==> config.mk <==
export PLATFORM = sky130hd
export DESIGN_NAME = rtc_bus_burst
export DESIGN_NICKNAME = d
export VERILOG_FILES = /design/src/rtl/rtc_bus_burst.sv
export SDC_FILE = /design/constraint.sdc
export NUM_CORES = 1
export LEC_CHECK = 0
export BUFFER_PORTS_ARGS = -buffer_cell sky130_fd_sc_hd__buf_4
export CAP_MARGIN = 20
export CORE_MARGIN = 2
export CORE_UTILIZATION = 40
export CTS_CLUSTER_DIAMETER = 100
export CTS_CLUSTER_SIZE = 30
export DETAILED_ROUTE_END_ITERATION = 6
export SLEW_MARGIN = 5
export SYNTH_ARGS = -nofsm -noshare
export SYNTH_HDL_FRONTEND = slang
export SYNTH_SLANG_ARGS = --single-unit
==> constraint.sdc <==
create_clock -name clk -period 3 [get_ports clk]
set_clock_uncertainty 0.05 [all_clocks]
set_input_delay 0.6 -clock clk [delete_from_list [all_inputs] [get_ports clk]]
set_output_delay 0.6 -clock clk [all_outputs]
set_load 0.005 [all_outputs]
==> src/rtl/rtc_bus_burst.sv <==
// rtc_bus_burst - burst master for the RTC multiplexed address/data bus.
//
// Runs a read or write burst of 1..NREG consecutive RTC registers from a single
// start request. Each register is one CS frame: an address phase (AD=0) with a
// WR strobe, then a data phase (AD=1) with a WR (write) or RD (read) strobe.
// After the frame, CS is high for T_GAP cycles. Each phase has setup, strobe
// and hold sections whose lengths are set by parameters.
//
// Ports:
//   clk, rst            clock, synchronous active-high reset
//   start               one-cycle request, accepted only while busy=0
//   wr_nrd              1=write burst, 0=read burst (latched with start)
//   base_addr           first register address (latched with start)
//   count               registers in the burst, saturated to NREG (latched)
//   wdata               write data, slot i at [i*DW +: DW] (latched)
//   rdata               read buffer, slot i holds register base_addr+i
//   busy, done          burst in progress / one-cycle end-of-burst pulse
//   ADin                bus input
//   ADout, Pullup       bus output value and its output enable
//   AD                  phase select, 0=address, 1=data
//   WR, RD, CS          active-low write strobe, read strobe, chip select
module rtc_bus_burst #(
  parameter int DW       = 8,
  parameter int NREG     = 4,
  parameter int CW       = 3,
  parameter int T_SETUP  = 2,
  parameter int T_STROBE = 4,
  parameter int T_HOLD   = 2,
  parameter int T_GAP    = 2
) (
  input  logic             clk,
  input  logic             rst,
  input  logic             start,
  input  logic             wr_nrd,
  input  logic [DW-1:0]    base_addr,
  input  logic [CW-1:0]    count,
  input  logic [NREG*DW-1:0] wdata,
  output logic [NREG*DW-1:0] rdata,
  output logic             busy,
  output logic             done,
  input  logic [DW-1:0]    ADin,
  output logic [DW-1:0]    ADout,
  output logic             Pullup,
  output logic             AD,
  output logic             WR,
  output logic             RD,
  output logic             CS
);

  localparam int TMAX_SH = (T_SETUP > T_HOLD) ? T_SETUP : T_HOLD;
  localparam int TMAX_SG = (T_STROBE > T_GAP) ? T_STROBE : T_GAP;
  localparam int TMAX    = (TMAX_SH > TMAX_SG) ? TMAX_SH : TMAX_SG;
  // The down-counter only ever holds T-1, so $clog2(TMAX) bits suffice.
  localparam int CNTW    = (TMAX < 2) ? 1 : $clog2(TMAX);
  localparam int IW      = (NREG < 2) ? 1 : $clog2(NREG);

  typedef enum logic [3:0] {
    IDLE, A_SETUP, A_STROBE, A_HOLD, D_SETUP, D_STROBE, D_HOLD, GAP, DONE
  } state_t;

  state_t              state_q, state_d;
  logic [CNTW-1:0]     cnt_q, cnt_d;
  logic [IW-1:0]       idx_q, idx_d;
  logic [CW-1:0]       n_q, n_d;
  logic                dir_wr_q, dir_wr_d;
  logic [DW-1:0]       base_q, base_d;
  logic [NREG*DW-1:0]  wdata_q, wdata_d;
  logic [NREG*DW-1:0]  rdata_q;

  logic                cs_q, cs_d, wr_n_q, wr_n_d, rd_n_q, rd_n_d, ad_q, ad_d;
  logic                pullup_q, pullup_d, busy_q, busy_d, done_q, done_d;
  logic [DW-1:0]       adout_q, adout_d;

  logic [CW-1:0]       n_in;
  logic [CW-1:0]       idx_next_ext;
  logic                accept;
  logic [DW-1:0]       addr_d;
  logic [DW-1:0]       slot_d;

  assign n_in         = (count > CW'(NREG)) ? CW'(NREG) : count;
  assign idx_next_ext = CW'(idx_q) + CW'(1);
  // DONE reports busy=0, so a new start is taken there as well as in IDLE.
  assign accept       = start && ((state_q == IDLE) || (state_q == DONE));

  // Next-state and sequencing
  always_comb begin
    state_d  = state_q;
    cnt_d    = cnt_q;
    idx_d    = idx_q;
    n_d      = n_q;
    dir_wr_d = dir_wr_q;
    base_d   = base_q;
    wdata_d  = wdata_q;
    case (state_q)
      IDLE, DONE: begin
        state_d = IDLE;
        if (accept) begin
          dir_wr_d = wr_nrd;
          base_d   = base_addr;
          wdata_d  = wdata;
          n_d      = n_in;
          idx_d    = '0;
          if (n_in == '0) begin
            state_d = DONE;
          end else begin
            state_d = A_SETUP;
            cnt_d   = CNTW'(T_SETUP - 1);
          end
        end
      end
      A_SETUP, A_STROBE, A_HOLD, D_SETUP, D_STROBE, D_HOLD, GAP: begin
        if (cnt_q != '0) begin
          cnt_d = cnt_q - CNTW'(1);
        end else begin
          case (state_q)
            A_SETUP:  begin state_d = A_STROBE; cnt_d = CNTW'(T_STROBE - 1); end
            A_STROBE: begin state_d = A_HOLD;   cnt_d = CNTW'(T_HOLD - 1);   end
            A_HOLD:   begin state_d = D_SETUP;  cnt_d = CNTW'(T_SETUP - 1);  end
            D_SETUP:  begin state_d = D_STROBE; cnt_d = CNTW'(T_STROBE - 1); end
            D_STROBE: begin state_d = D_HOLD;   cnt_d = CNTW'(T_HOLD - 1);   end
            D_HOLD:   begin state_d = GAP;      cnt_d = CNTW'(T_GAP - 1);    end
            default: begin
              if (idx_next_ext < n_q) begin
                state_d = A_SETUP;
                cnt_d   = CNTW'(T_SETUP - 1);
                idx_d   = idx_q + IW'(1);
              end else begin
                state_d = DONE;
              end
            end
          endcase
        end
      end
      default: state_d = IDLE;
    endcase
  end

  // Bus outputs are decoded from the next state so that they appear registered
  // in the same cycle the FSM enters each state.
  always_comb begin
    addr_d   = base_d + DW'(idx_d);
    slot_d   = wdata_d[int'(idx_d)*DW +: DW];
    cs_d     = 1'b1;
    wr_n_d   = 1'b1;
    rd_n_d   = 1'b1;
    ad_d     = 1'b1;
    pullup_d = 1'b0;
    adout_d  = '0;
    busy_d   = 1'b0;
    done_d   = 1'b0;
    case (state_d)
      A_SETUP, A_STROBE, A_HOLD: begin
        cs_d     = 1'b0;
        busy_d   = 1'b1;
        ad_d     = 1'b0;
        pullup_d = 1'b1;
        adout_d  = addr_d;
        wr_n_d   = (state_d != A_STROBE);
      end
      D_SETUP, D_STROBE, D_HOLD: begin
        cs_d   = 1'b0;
        busy_d = 1'b1;
        if (dir_wr_d) begin
          pullup_d = 1'b1;
          adout_d  = slot_d;
          wr_n_d   = (state_d != D_STROBE);
        end else begin
          rd_n_d = (state_d != D_STROBE);
        end
      end
      GAP:     busy_d = 1'b1;
      DONE:    done_d = 1'b1;
      default: ;
    endcase
  end

  always_ff @(posedge clk) begin
    if (rst) begin
      state_q  <= IDLE;
      cnt_q    <= '0;
      idx_q    <= '0;
      n_q      <= '0;
      dir_wr_q <= 1'b0;
      base_q   <= '0;
      wdata_q  <= '0;
      rdata_q  <= '0;
      cs_q     <= 1'b1;
      wr_n_q   <= 1'b1;
      rd_n_q   <= 1'b1;
      ad_q     <= 1'b1;
      pullup_q <= 1'b0;
      adout_q  <= '0;
      busy_q   <= 1'b0;
      done_q   <= 1'b0;
    end else begin
      state_q  <= state_d;
      cnt_q    <= cnt_d;
      idx_q    <= idx_d;
      n_q      <= n_d;
      dir_wr_q <= dir_wr_d;
      base_q   <= base_d;
      wdata_q  <= wdata_d;
      cs_q     <= cs_d;
      wr_n_q   <= wr_n_d;
      rd_n_q   <= rd_n_d;
      ad_q     <= ad_d;
      pullup_q <= pullup_d;
      adout_q  <= adout_d;
      busy_q   <= busy_d;
      done_q   <= done_d;
      // Sample ADin on the last strobe cycle, while RD is still low.
      if ((state_q == D_STROBE) && (cnt_q == '0) && !dir_wr_q) begin
        rdata_q[int'(idx_q)*DW +: DW] <= ADin;
      end
    end
  end

  assign rdata  = rdata_q;
  assign busy   = busy_q;
  assign done   = done_q;
  assign ADout  = adout_q;
  assign Pullup = pullup_q;
  assign AD     = ad_q;
  assign WR     = wr_n_q;
  assign RD     = rd_n_q;
  assign CS     = cs_q;

endmodule

==> results.cfg, run 1 <==
[place]
port_buffers = 101
gp_congestion = 0.880
placedCellCount = 763
dp_hpwl_um = 8140

[routing]
first_iter_violations = 171
vias = 3943
avgViaCountPerCell = 5.02
firstDrtPassIters = 4
ant_nets = 0
routedWlPerCell_um = 14.3
drc = 0
drt_wl_total_um = 11200

[synth]
async_flop_share = 0
synth-seq-cells = 99
syn_area_um2 = 4360
synthDistinctLibCells = 55
synthCells = 532
yosys_most_used_dff = dfxtp_1
synth_nets = 597
syn_area_per_cell_um2 = 8.20
ys_warn_count = 0
yosysSeqAreaShare = 0.454
synth_edf_count = 0

[global_routing]
grt_pass1_wl_um = 18000
gr-total-overflow = 0
antenna_found_initial = 0
grt_max_degree = 54
grt_pass1_vias = 3620
grt.total_usage = 0.194

[worst_hold_path]
hold_path_depth = 2
hold_path.class = reg2reg

[floorplanning]
io-pin-count = 102
die-area_um2 = 11800
core_um2 = 10700
start_util = 0.406
die_h_um = 108
row_count = 38
fp.dieW_um = 108

[cts]
cts_tree = yes
numCtsBuffers = 9
clock_latency_ps = 360
cts_root_buf = clkbuf_8
cts.reportedPaths.clkPinSlew_ps = 90
cts-htree-levels = 3
clockBufferDepth = 2
hold_buffers = 0
cts.sinks = 99

[finish]
utilization = 0.526
fillers = 1061
layoutNonFillerInstCount = 785
final_common_cell = nand2_1
drive_gt1_frac = 0.265
area_growth_pct = 29.7
final_cell_mix = nand2_1, buf_4, dfxtp_1
fin_nets = 707
antennaDiodeCount = 0

[sta]
slew_headroom = 0.384
timing.final.crit_period_ps = 2890
slew_violations = 0
rsz0062_at_grt = yes
worstMarginPinSlew_ps = 922
setup_violations = 0
post-route-period-util = 0.963
finalHoldViolCount = 0
fmax_mhz = 346

[setup_path]
cp_data_required_time_ps = 3180
critPathKind = reg2reg
cpLargestDelayFamily = compound AO/OA/AOI/OAI gates
critical-path-slowest-cell = dfxtp_2
cp-startpoint = idx_q[1]$_SDFF_PP0_
r2r_start = idx_q[1]$_SDFF_PP0_
worst-path-stages = 15
crit_fanout = 6
r2r_setup_slack_ps = 110
crit_chain = inv_2 > ha_4 > ha_1 > nand2_1 > o21a_2 > a211oi_4 > nor2_4 > inv_2 > ha_1 > a21o_4 > nand4_1 > xor2_1 > nand2_1 > o211ai_1 > o221ai_1
cp.arrival_ps = 3070
crit_buf_inv = 2
rr_worst_depth = 15
cp-start-kind = register
r2r-end = ADout[5]$_SDFF_PP0_
crit_path_max_incr_delay_ps = 360
crit_path_end_kind = register
crit_end = ADout[5]$_SDFF_PP0_

[power]
power.density_nw_per_um2 = 545
leakage_nw = 2.38
total_power_mw = 3.08
vdd_drop_max_mv = 0.223

[job]
maxCapViolCount = 0

[outcome]
outcome = complete, no violations
==> registers in the layout, summed over array words and instances, names as in the netlist, 2 cells and up <==
name     cells
rdata       32
ADout        8
idx_q        2
base_q       8
cnt_q        2
wdata_q     32
n_q          3
state_q      4
==> cell usage after synthesis, drive strengths merged, types with 2 or more instances <==
library cell	instances	area [µm²]
nor3	10	55.1
xor2	6	52.6
clkbuf	25	93.8
nand3	35	175
ha	9	113
a221o	2	20.0
buf	7	43.8
and3	2	12.5
mux2	5	56.3
o21ai	5	25.0
nor2	23	93.8
nor2b	4	25.0
nor3b	5	42.5
mux2i	14	144
dfxtp	99	1980
o221ai	5	43.8
a21o	2	15.0
nand4	4	25.0
a21oi	72	360
xnor2	7	61.3
and2	7	43.8
a211oi	3	27.5
inv	10	37.5
and4b	3	30.0
nand2	142	533
a2111oi	2	17.5
nand3b	2	15.0
o211ai	5	37.5
==> power breakdown <==
group	internal [mW]	switching [mW]
clock network	0.460	0.428
registers	1.43	0.0656
logic	0.309	0.388
==> layout make-up <==
type                    instances  area, µm²  share of cell area
inverters                      10       37.5             0.00664
multi-input cells             391       2280               0.403
well taps                     140        175              0.0310
flip-flops and latches         99       1990               0.351
repair buffers                131        983               0.174
clock buffers                  11        131              0.0232
clock inverters                 3       65.1              0.0115
==> cell families after synthesis <==
group           synth area share
buf+inv                   0.0402
simple gates               0.261
flops                      0.454
fa+ha+maj                 0.0304
compound gates             0.142
xor+xnor                  0.0261
mux                       0.0459
==> layer usage <==
layer  part of all wire  vias up  global-route usage
li1                   -     2038                   -
met1               0.47     1797               0.259
met2               0.47      100               0.320
met3              0.050        8              0.0380
met4             0.0097        0              0.0568
met5                  0        -                   0
==> metrics by stage <==
| step | TNS [ps] | setup slack [ps] | hold slack, ps | instance area, µm² |
|---|---|---|---|---|
| after floorplan | 0 | 0.870 | 377 | 4370 |
| after detailed placement | -224 | -106 | 396 | 5330 |
| final | 0 | 112 | 406 | 5660 |
| after global placement | 0 | 57.0 | 390 | 5330 |
| after global routing | -94.4 | -38.9 | 418 | 5660 |
| after CTS | 0 | 4.29 | 409 | 5560 |
==> repair_timing <==
action	in CTS	in global routing
endpoints found under the setup margin	5	6
gates resized for setup	3	14
buffers inserted	4	4
pin swaps	7	7
==> worst min-delay path by stage <==
| stage | start | endpoint | slack, ps |
|---|---|---|---|
| finish | rdata[8]$_SDFFE_PP0P_ | rdata[8]$_SDFFE_PP0P_ | 410 |
| floorplan | n_q[0]$_SDFFE_PP0P_ | n_q[0]$_SDFFE_PP0P_ | 380 |
| global route | wdata[22] | wdata_q[22]$_SDFF_PP0_ | 420 |
| CTS | rdata[9]$_SDFFE_PP0P_ | rdata[9]$_SDFFE_PP0P_ | 410 |
| detailed placement | rdata[9]$_SDFFE_PP0P_ | rdata[9]$_SDFFE_PP0P_ | 400 |
| global placement | rdata[7]$_SDFFE_PP0P_ | rdata[7]$_SDFFE_PP0P_ | 390 |
==> worst register-to-register path, delay by kind of cell, from the launching register on <==
family	cells	cell delay, ps
AND/OR/NAND/NOR	4	290
flip-flops	1	360
AO/OA/AOI/OAI	5	990
adder cells (fa/ha/maj)	3	750
buffers and inverters	2	140
XOR/XNOR	1	170
No activity file was read; power rests on OpenSTA's default activity.
==> inputs of run 2 (changes only) <==
--- a/config.mk
+++ b/config.mk
@@ -5,11 +5,12 @@
 export SDC_FILE = /design/constraint.sdc
 export NUM_CORES = 1
 export LEC_CHECK = 0
+export ABC_AREA = 1
 export BUFFER_PORTS_ARGS = -buffer_cell sky130_fd_sc_hd__buf_4
 export CAP_MARGIN = 20
 export CORE_MARGIN = 2
 export CORE_UTILIZATION = 40
-export CTS_CLUSTER_DIAMETER = 100
+export CTS_CLUSTER_DIAMETER = 120
 export CTS_CLUSTER_SIZE = 30
 export DETAILED_ROUTE_END_ITERATION = 6
 export SLEW_MARGIN = 5
==> run 2 against run 1 <==
Net effect:
- die area is 7.5% higher
- non-clock buffer count is 12 lower
- synthesized cell count grew 16%
- via count rose by 12%
- largest cell class unchanged
- largest power group unchanged
==> results.cfg, run 2 <==
[power]
p_int_mw = 2.62
power.density_nw_per_um2 = 639
switchingPower_mw = 1.22
swShare = 0.318
vdd_drop_max_mv = 0.437
leakage_nw = 2.65
total_power_mw = 3.84
p_comb_frac = 0.281
pwr-share-clk = 0.333
seqPwrFrac = 0.386

[synth]
synth_area_leaders = dfxtp_1, nand2_1, a21oi_1
synth_edf_count = 0
synthDistinctLibCells = 37
syn_area_per_cell_um2 = 7.65
synth_nets = 680
yosys.area.top_type = dfxtp_1
syn_area_um2 = 4700
yosys-top-cells-count = nand2_1, dfxtp_1, nor2_1
yosys_most_used_dff = dfxtp_1
synth-seq-cells = 99
synth_top_area_frac = 0.422
synthMostInstantiatedCell = nand2_1
async_flop_share = 0
ys_warn_count = 0
synthCells = 615
yosysSeqAreaShare = 0.422

[floorplanning]
die_h_um = 112
row_count = 39
core_um2 = 11500
fp.dieW_um = 112
io-pin-count = 102
start_util = 0.410
die-area_um2 = 12600

[place]
port_buffers = 101
placedCellCount = 842
gp_congestion = 0.856
dp_slack_ps = -1.59
dp_hpwl_um = 9110

[sta]
worstMarginPinSlew_ps = 857
fmax_mhz = 351
finalHoldViolCount = 0
timing.final.crit_period_ps = 2850
fin_setup_tns_ps = 0
post-route-period-util = 0.949
setup_violations = 0
timing.final.ws_setup_ps = 153
slew_headroom = 0.424
slew_violations = 0

[setup_path]
cp-start-kind = register
crit_chain = inv_2 > ha_4 > ha_1 > nand2_1 > inv_1 > a21oi_4 > nand4_4 > nand2_4 > inv_1 > ha_2 > fa_2 > nand3_4 > nor2_4 > nand3_1 > nand2_1 > nand2_1 > nand2_1 > a21oi_2
cp.arrival_ps = 3090
critPathKind = reg2reg
crit_fanout = 6
critical-path-slowest-cell = fa_2
cp_data_required_time_ps = 3240
crit_path_end_kind = register
path_common_cell = nand2_1
crit_path_max_incr_delay_ps = 390

[cts]
clockBufferDepth = 2
clock_latency_ps = 350
numCtsBuffers = 9
cts.sinks = 99
cts-htree-levels = 3
cts.reportedPaths.clkPinSlew_ps = 70
cts_tree = yes
cts_root_buf = clkbuf_16
hold_buffers = 0

[finish]
fillers = 1129
layoutNonFillerInstCount = 863
area_growth_pct = 27.9
antennaDiodeCount = 0
fin_nets = 780
drive_gt1_frac = 0.285
final_cell_mix = nand2_1, buf_4, dfxtp_1

[routing]
routedWlPerCell_um = 14.6
avgViaCountPerCell = 5.13
first_iter_violations = 231
drc = 0
drt_wl_total_um = 12600
firstDrtPassIters = 4
vias = 4426
ant_nets = 0

[global_routing]
grt_max_degree = 59
grt_pass1_vias = 4209
antenna_found_initial = 0
gr-total-overflow = 0
grt_pass1_wl_um = 20100
grt.total_usage = 0.197

[outcome]
outcome = complete, no violations

[worst_hold_path]
hold_path.class = reg2reg

[job]
maxCapViolCount = 0
-- run 2: cell count changes in the layout (fill, tap and decap cells not counted), sizes merged, moves of 7 or more --
cell,delta
xnor2,-7
or3,+11
and2,-7
nand4,+19
buf,-12
inv,+44
or2,+18
nor2,+45
a21oi,-25
o21ai,+32
nand3,+13
-- run 2: worst paths after layout --
path                             to  depth (start not counted)  slack, ps              startpoint
max reg2reg     ADout[6]$_SDFF_PP0_                         18        150     idx_q[1]$_SDFF_PP0_
max             ADout[6]$_SDFF_PP0_                         18        150     idx_q[1]$_SDFF_PP0_
min          rdata[14]$_SDFFE_PP0P_                          2        410  rdata[14]$_SDFFE_PP0P_
min reg2reg  rdata[14]$_SDFFE_PP0P_                          2        410  rdata[14]$_SDFFE_PP0P_
-- run 2: critical path, delay by kind of cell, from the launching register on --
family | cells | cell delay (ps)
fa+ha+maj | 4 | 1120
flops | 1 | 350
simple gates | 9 | 710
buf+inv | 3 | 160
compound gates | 2 | 390
-- run 2: what timing repair did --
action / 4_1_cts / 5_1_grt
setup endpoints to repair: 1 / 5
gates cloned: 0 / 0
gates resized for setup: 1 / 13
setup buffers: 0 / 5
pin swaps: 0 / 11
-- run 2: per-stage QoR --
step | utilization | area, µm² | hold slack [ps]
3_5_place_dp | 0.488 | 5590 | 404
6_report | 0.524 | 6010 | 413
5_1_grt | 0.524 | 6010 | 445
3_3_place_gp | 0.488 | 5590 | 396
4_1_cts | 0.517 | 5920 | 414
2_1_floorplan | - | 4720 | 385
-- run 2: per-layer routing --
metal,track usage,vias to the layer above,share of wire
li1,-,2225,-
met2,0.327,122,0.49
met5,0,-,0
met1,0.258,2062,0.44
met3,0.0367,17,0.050
met4,0.0715,0,0.017
-- run 2: power by group through the flow --
stage                     registers (mW)  logic [mW]  clock network [mW]
final                               1.48        1.08                1.28
after global routing                1.50        1.20                1.36
after CTS                           1.48        1.03                1.30
after detailed placement            1.51        1.02                   0
after global placement              1.51        1.01                   0
after floorplan                     1.50       0.739                   0
-- run 2: logic make-up (layout without fill, tap and decap cells) --
family,Yosys count,after routing,synth area share
xor gates and xnor gates,1,1,0.00186
adders and majority gates,10,10,0.0282
AOI/OAI and AO/OA,97,97,0.113
and+or+nand+nor,314,314,0.336
muxes,9,9,0.0192
DFF,99,99,0.422
buffers and inverters,85,190,0.0801
-- run 2: area by class of cell --
type                            instances  area [µm²]  share of cell area
Multi-Input combinational cell        431        2420               0.402
Clock buffer                           12         256              0.0427
Sequential cell                        99        1980               0.330
Inverter                               55         209              0.0347
Clock inverter                          4        72.6              0.0121
Tap cell                              143         179              0.0298
Timing Repair Buffer                  119         893               0.149
